## config.mk

```make
export PLATFORM = sky130hd
export DESIGN_NAME = if_fetch_unit
export DESIGN_NICKNAME = d
export VERILOG_FILES = /design/src/rtl/if_fetch_unit.sv
export SDC_FILE = /design/constraint.sdc
export NUM_CORES = 1
export LEC_CHECK = 0
export BUFFER_PORTS_ARGS = -buffer_cell sky130_fd_sc_hd__buf_4
export CAP_MARGIN = 25
export CORE_MARGIN = 4
export CORE_UTILIZATION = 35
export DETAILED_ROUTE_END_ITERATION = 12
export SYNTH_ARGS = -nofsm -noshare
export SYNTH_HDL_FRONTEND = slang
export SYNTH_SLANG_ARGS = --single-unit
export TNS_END_PERCENT = 5
```

## constraint.sdc

```tcl
create_clock -name clk -period 2.5 [get_ports clk]
set_input_delay 0.25 -clock clk [delete_from_list [all_inputs] [get_ports clk]]
set_output_delay 0.25 -clock clk [all_outputs]
set_load 0.05 [all_outputs]
```

## src/rtl/if_fetch_unit.sv

```systemverilog
// Instruction-fetch stage: owns the PC, talks req/ready to instruction memory and
// feeds the IF/ID register, with a one-entry skid buffer for words returned during a stall.
module if_fetch_unit #(
    parameter int                ADDR_W   = 32,
    parameter int                DATA_W   = 32,
    parameter logic [ADDR_W-1:0] RESET_PC = 32'h0000_0000,
    parameter logic [DATA_W-1:0] NOP_INST = 32'h0000_0000
) (
    input  logic              clk,
    input  logic              rst,
    input  logic              is_hold,
    input  logic              branch_taken,
    input  logic [ADDR_W-1:0] branch_target,
    output logic              imem_req,
    output logic [ADDR_W-1:0] imem_addr,
    input  logic              imem_ready,
    input  logic [DATA_W-1:0] imem_data,
    output logic [ADDR_W-1:0] pc_plus4_IF,
    output logic [DATA_W-1:0] inst_IF
);

    typedef enum logic [1:0] {
        S_REQ      = 2'd0,
        S_HOLD_BUF = 2'd1,
        S_DRAIN    = 2'd2
    } state_t;

    state_t            r_state;
    logic [ADDR_W-1:0] r_pc;
    logic [ADDR_W-1:0] r_req_addr;
    logic [DATA_W-1:0] r_buf;
    logic [ADDR_W-1:0] r_buf_pc4;
    logic [DATA_W-1:0] r_inst;
    logic [ADDR_W-1:0] r_pc4;

    state_t            w_next_state;
    logic [ADDR_W-1:0] w_pc;
    logic [ADDR_W-1:0] w_req_addr;
    logic [DATA_W-1:0] w_buf;
    logic [ADDR_W-1:0] w_buf_pc4;
    logic [DATA_W-1:0] w_inst;
    logic [ADDR_W-1:0] w_pc4;
    logic              w_req;
    logic              w_redir;
    logic [ADDR_W-1:0] w_req_plus4;

    assign w_redir     = branch_taken & ~is_hold;
    assign w_req_plus4 = r_req_addr + ADDR_W'(4);

    always_ff @(posedge clk or negedge rst) begin
        if (!rst) begin
            r_state    <= S_REQ;
            r_pc       <= RESET_PC;
            r_req_addr <= RESET_PC;
            r_buf      <= NOP_INST;
            r_buf_pc4  <= RESET_PC;
            r_inst     <= NOP_INST;
            r_pc4      <= RESET_PC;
        end else begin
            r_state    <= w_next_state;
            r_pc       <= w_pc;
            r_req_addr <= w_req_addr;
            r_buf      <= w_buf;
            r_buf_pc4  <= w_buf_pc4;
            r_inst     <= w_inst;
            r_pc4      <= w_pc4;
        end
    end

    always_comb begin
        w_next_state = r_state;
        w_pc         = r_pc;
        w_req_addr   = r_req_addr;
        w_buf        = r_buf;
        w_buf_pc4    = r_buf_pc4;
        w_inst       = r_inst;
        w_pc4        = r_pc4;
        w_req        = 1'b1;

        case (r_state)
            S_REQ: begin
                if (w_redir) begin
                    // A fetch still outstanding at redirect is wrong-path; DRAIN swallows it.
                    w_pc   = branch_target;
                    w_inst = NOP_INST;
                    if (imem_ready) begin
                        w_req_addr = branch_target;
                    end else begin
                        w_next_state = S_DRAIN;
                    end
                end else if (imem_ready) begin
                    w_pc       = w_req_plus4;
                    w_req_addr = w_req_plus4;
                    if (is_hold) begin
                        w_buf        = imem_data;
                        w_buf_pc4    = w_req_plus4;
                        w_next_state = S_HOLD_BUF;
                    end else begin
                        w_inst = imem_data;
                        w_pc4  = w_req_plus4;
                    end
                end else if (!is_hold) begin
                    w_inst = NOP_INST;
                    w_pc4  = r_req_addr;
                end
            end

            S_HOLD_BUF: begin
                w_req = 1'b0;
                if (w_redir) begin
                    w_pc         = branch_target;
                    w_req_addr   = branch_target;
                    w_inst       = NOP_INST;
                    w_next_state = S_REQ;
                end else if (!is_hold) begin
                    w_inst       = r_buf;
                    w_pc4        = r_buf_pc4;
                    w_next_state = S_REQ;
                end
            end

            S_DRAIN: begin
                if (w_redir) begin
                    w_pc = branch_target;
                end
                if (imem_ready) begin
                    w_req_addr   = w_redir ? branch_target : r_pc;
                    w_next_state = S_REQ;
                end
                if (!is_hold) begin
                    w_inst = NOP_INST;
                end
            end

            default: begin
                w_next_state = S_REQ;
            end
        endcase
    end

    assign imem_req    = w_req;
    assign imem_addr   = r_req_addr;
    assign pc_plus4_IF = r_pc4;
    assign inst_IF     = r_inst;

endmodule

```

==> metrics.md <==
| Metric | Value |
|---|---|
| Via Count | 9148 |
| Die width | 180 um |
| Number of synthesized flops with an enable pin | 0 |
| Root Buffer Master | clkbuf_16 |
| Vias per inst | 5.60 |
| Worst Setup End Kind | flip-flop |
| R2R cell count | 6 |
| WP data required | 2.82 ns |
| Dominant cell type by area after synthesis | dfrtp_1 |
| Crit path time final | 2.34 ns |
| First-pass DRT Iterations | 7 |
| Mapped Area | a little over 10000 um^2 |
| Post-synth cell types | 75 |
| IO Pins | 166 |
| Row cnt | 62 |
| Starting Density | 35.7% |
| Nets | ~1.3k |
| Die height | about 180 um |
| Clock sinks | 194 |
| Wire per inst | 20.5 um |
| CTS Buf Count | 17 |
| Startpoint types | flip-flop |
| Setup Viol. Count Final | 0 |
| DRC viols | 0 |
| H-tree levels | 4 |
| Sequential fraction of the synthesis area | approximately 47% |
| Vias in the first global route | 8875 |
| Synth top area share | 47.0% |
| N_diodes | 0 |
| Status | completed |
| Top fanout value on the critical path | 6 |
| Final instance area | 12800 um^2 |
| F_max | approximately 430 MHz |
| Synth area leaders | dfrtp_1 (47%), nand2_1 (4.6%), mux2_2 (4.0%) |
| CTS Buffer Depth | 2 |
| Number of setup buffers added after CTS | 0 |
| Worst min path class | primary input to flip-flop |
| Global route overflow | 0 |
| Synth Net Count | 1168 |
| Area Growth Syn to Fin | 23.8% |
| Clk_lat worst skew | 0.45 ns |
| Total wire length | 33400 um |
| FILL cells | roughly 2.8k |
| Total global-route track usage | between 20% and 30% |
| Port bufs | roughly 170 |
| #FFs+latches synth | just under 200 |
| Area of placed instances | 12100 um^2 |
| Tightest Pin Transition | 0.751 ns |
| Syn avg cell area | 9.43 um^2 |
| Pin count of the biggest net entering global routing | 79 |
| Post-Synthesis Cells | 1094 |
| Final Cycle Share | between 90% and 100% |
| Maxcap violations | 0 |
| Clock Skews | around 0.016 ns |
| Layout cell share with drive strength beyond 1 | about a quarter |
| Yosys Warn Count | 0 |
| RSZ-0062 raised after global routing | no |
| Data arrival time of the critical path | 2.66 ns |
| Antenna Violating Nets Remaining | 0 |
| Most common cell after layout, fill and taps aside | buf_4 |
| Final Max Tran Viols | 0 |
| TNS Setup | 0 ns |
| Reg2reg setup slack | 0.16 ns |
| Most frequent cells in the layout | buf_4 (220), dfrtp_1 (194), nand2_1 (127) |
| Initial antenna violation count | 1 |
| Worst hold stages | 2 |
| Fin. Hold Viols | 0 |
| Wire length of the first global-routing pass | 53000 um |
| Worst vdd ir | between 600 and 700 uV |
| HPWL after DPL | roughly 24000 um |
| Routability Congestion | 0.919 |
| Synth async-reset ratio | 100% |
| Worst Path Class, Setup | flip-flop to flip-flop |
| Clock Pin Slew Worst Setup and Hold Paths | 0.09 ns |
| Leak | 5.48 nW |
| CTS tree | yes |
| Hold_ws | 0.0368 ns |
| Die area | 32300 um^2 |
| Cell Pwr Density | between 1000 and 1500 nW/um^2 |
| Most used DFF post-synth | dfrtp_1 |
| Core area | 28900 um^2 |
| Rel. slew slack | 50.0% |
| Initial DRC count | 739 |
layer usage:
| layer | track usage [%] | share of wire (%) | up-vias |
|---|---|---|---|
| li1 | - | - | 4303 |
| met1 | 29.4 | 46 | 4400 |
| met2 | 29.5 | 44 | 397 |
| met3 | 5.68 | 8.7 | 46 |
| met4 | 6.58 | 2.2 | 2 |
| met5 | 0 | 0.039 | - |
critical path, cell delays in order, from the launching register on:
cell	delay (ns)
dfrtp_1	0.44
ha_1	0.34
and4_1	0.40
nand4_1	0.28
o31a_1	0.32
o31ai_1	0.35
o21ai_1	0.09
kinds of logic after synthesis:
family / synth area share, %
compound gates: 23.2
xor+xnor: 2.97
fa+ha+maj: 0.606
buf+inv: 5.07
flops: 47.0
mux: 4.73
simple gates: 16.4
cell type report:
type	count	area (um^2)	area share [%]
Tap cell	384	480	3.76
Clock inverter	15	218	1.70
Timing Repair Buffer	227	1780	13.9
Clock buffer	17	425	3.33
Multi-Input combinational cell	786	4980	39.0
Sequential cell	194	4850	38.0
Inverter	10	37.5	0.294
power breakdown:
part / internal [mW] / leakage (nW) / switching, mW
clock network: 1.49 / 0.312 / 1.49
logic: 3.33 / 2.76 / 6.47
registers: 4.62 / 2.41 / 1.21
total: 9.44 / 5.48 / 9.17
state kept, by name, summed over array words and instances, names as in the netlist:
register,cells
r_buf_pc4,32
r_pc,32
imem_addr,32
inst_IF,32
r_buf,32
r_state,2
pc_plus4_IF,32
metrics by stage:
step                      total power, mW  cells  utilization [%]  worst slack [ns]
after floorplan                      12.3   1094                -             0.210
after global placement               15.5   1600             41.9             0.291
after detailed placement             15.7   1600             41.9             0.243
after CTS                            18.7   1633             44.1             0.230
after global routing                 19.7   1633             44.1            0.0628
final                                18.6   1633             44.1             0.161
Yosys cell counts, types with 8 or more instances:
cell type  count
a21oi_1       58
a221oi_1      22
a22o_1         8
a22oi_1       52
and3_1        11
and4_1        11
buf_2         31
buf_4         11
clkbuf_1      53
dfrtp_1      194
inv_1          8
mux2_2        37
nand2_1      127
nand2b_1       8
nand3_1       23
nand4_1       16
nor2_1        74
nor3_1        11
nor4_1        11
o21ai_0       71
o21ai_1       66
o22ai_1       19
o2bb2ai_1      9
o31a_1        10
xnor2_1       20
xor2_1        15
path summary, 6_finish.rpt:
path	from	end
max	imem_addr[3]$_DFFE_PN0P_	pc_plus4_IF[24]$_DFFE_PN0P_
min	imem_data[10]	r_buf[10]$_DFFE_PN0P_
max reg2reg	imem_addr[3]$_DFFE_PN0P_	pc_plus4_IF[24]$_DFFE_PN0P_
min reg2reg	r_buf_pc4[24]$_DFFE_PN0P_	r_buf_pc4[24]$_DFFE_PN0P_
max in group asynchronous	rst	inst_IF[20]$_DFFE_PN0P_
min in group asynchronous	rst	r_buf[1]$_DFFE_PN0P_
what timing repair did:
action | in CTS | in global routing
hold buffers | 1 | 0
resized for setup | 0 | 2
hold endpoints to repair | 73 | 0
setup endpoints to repair | 0 | 1
Note: power is estimated with default switching activity, not from simulation.
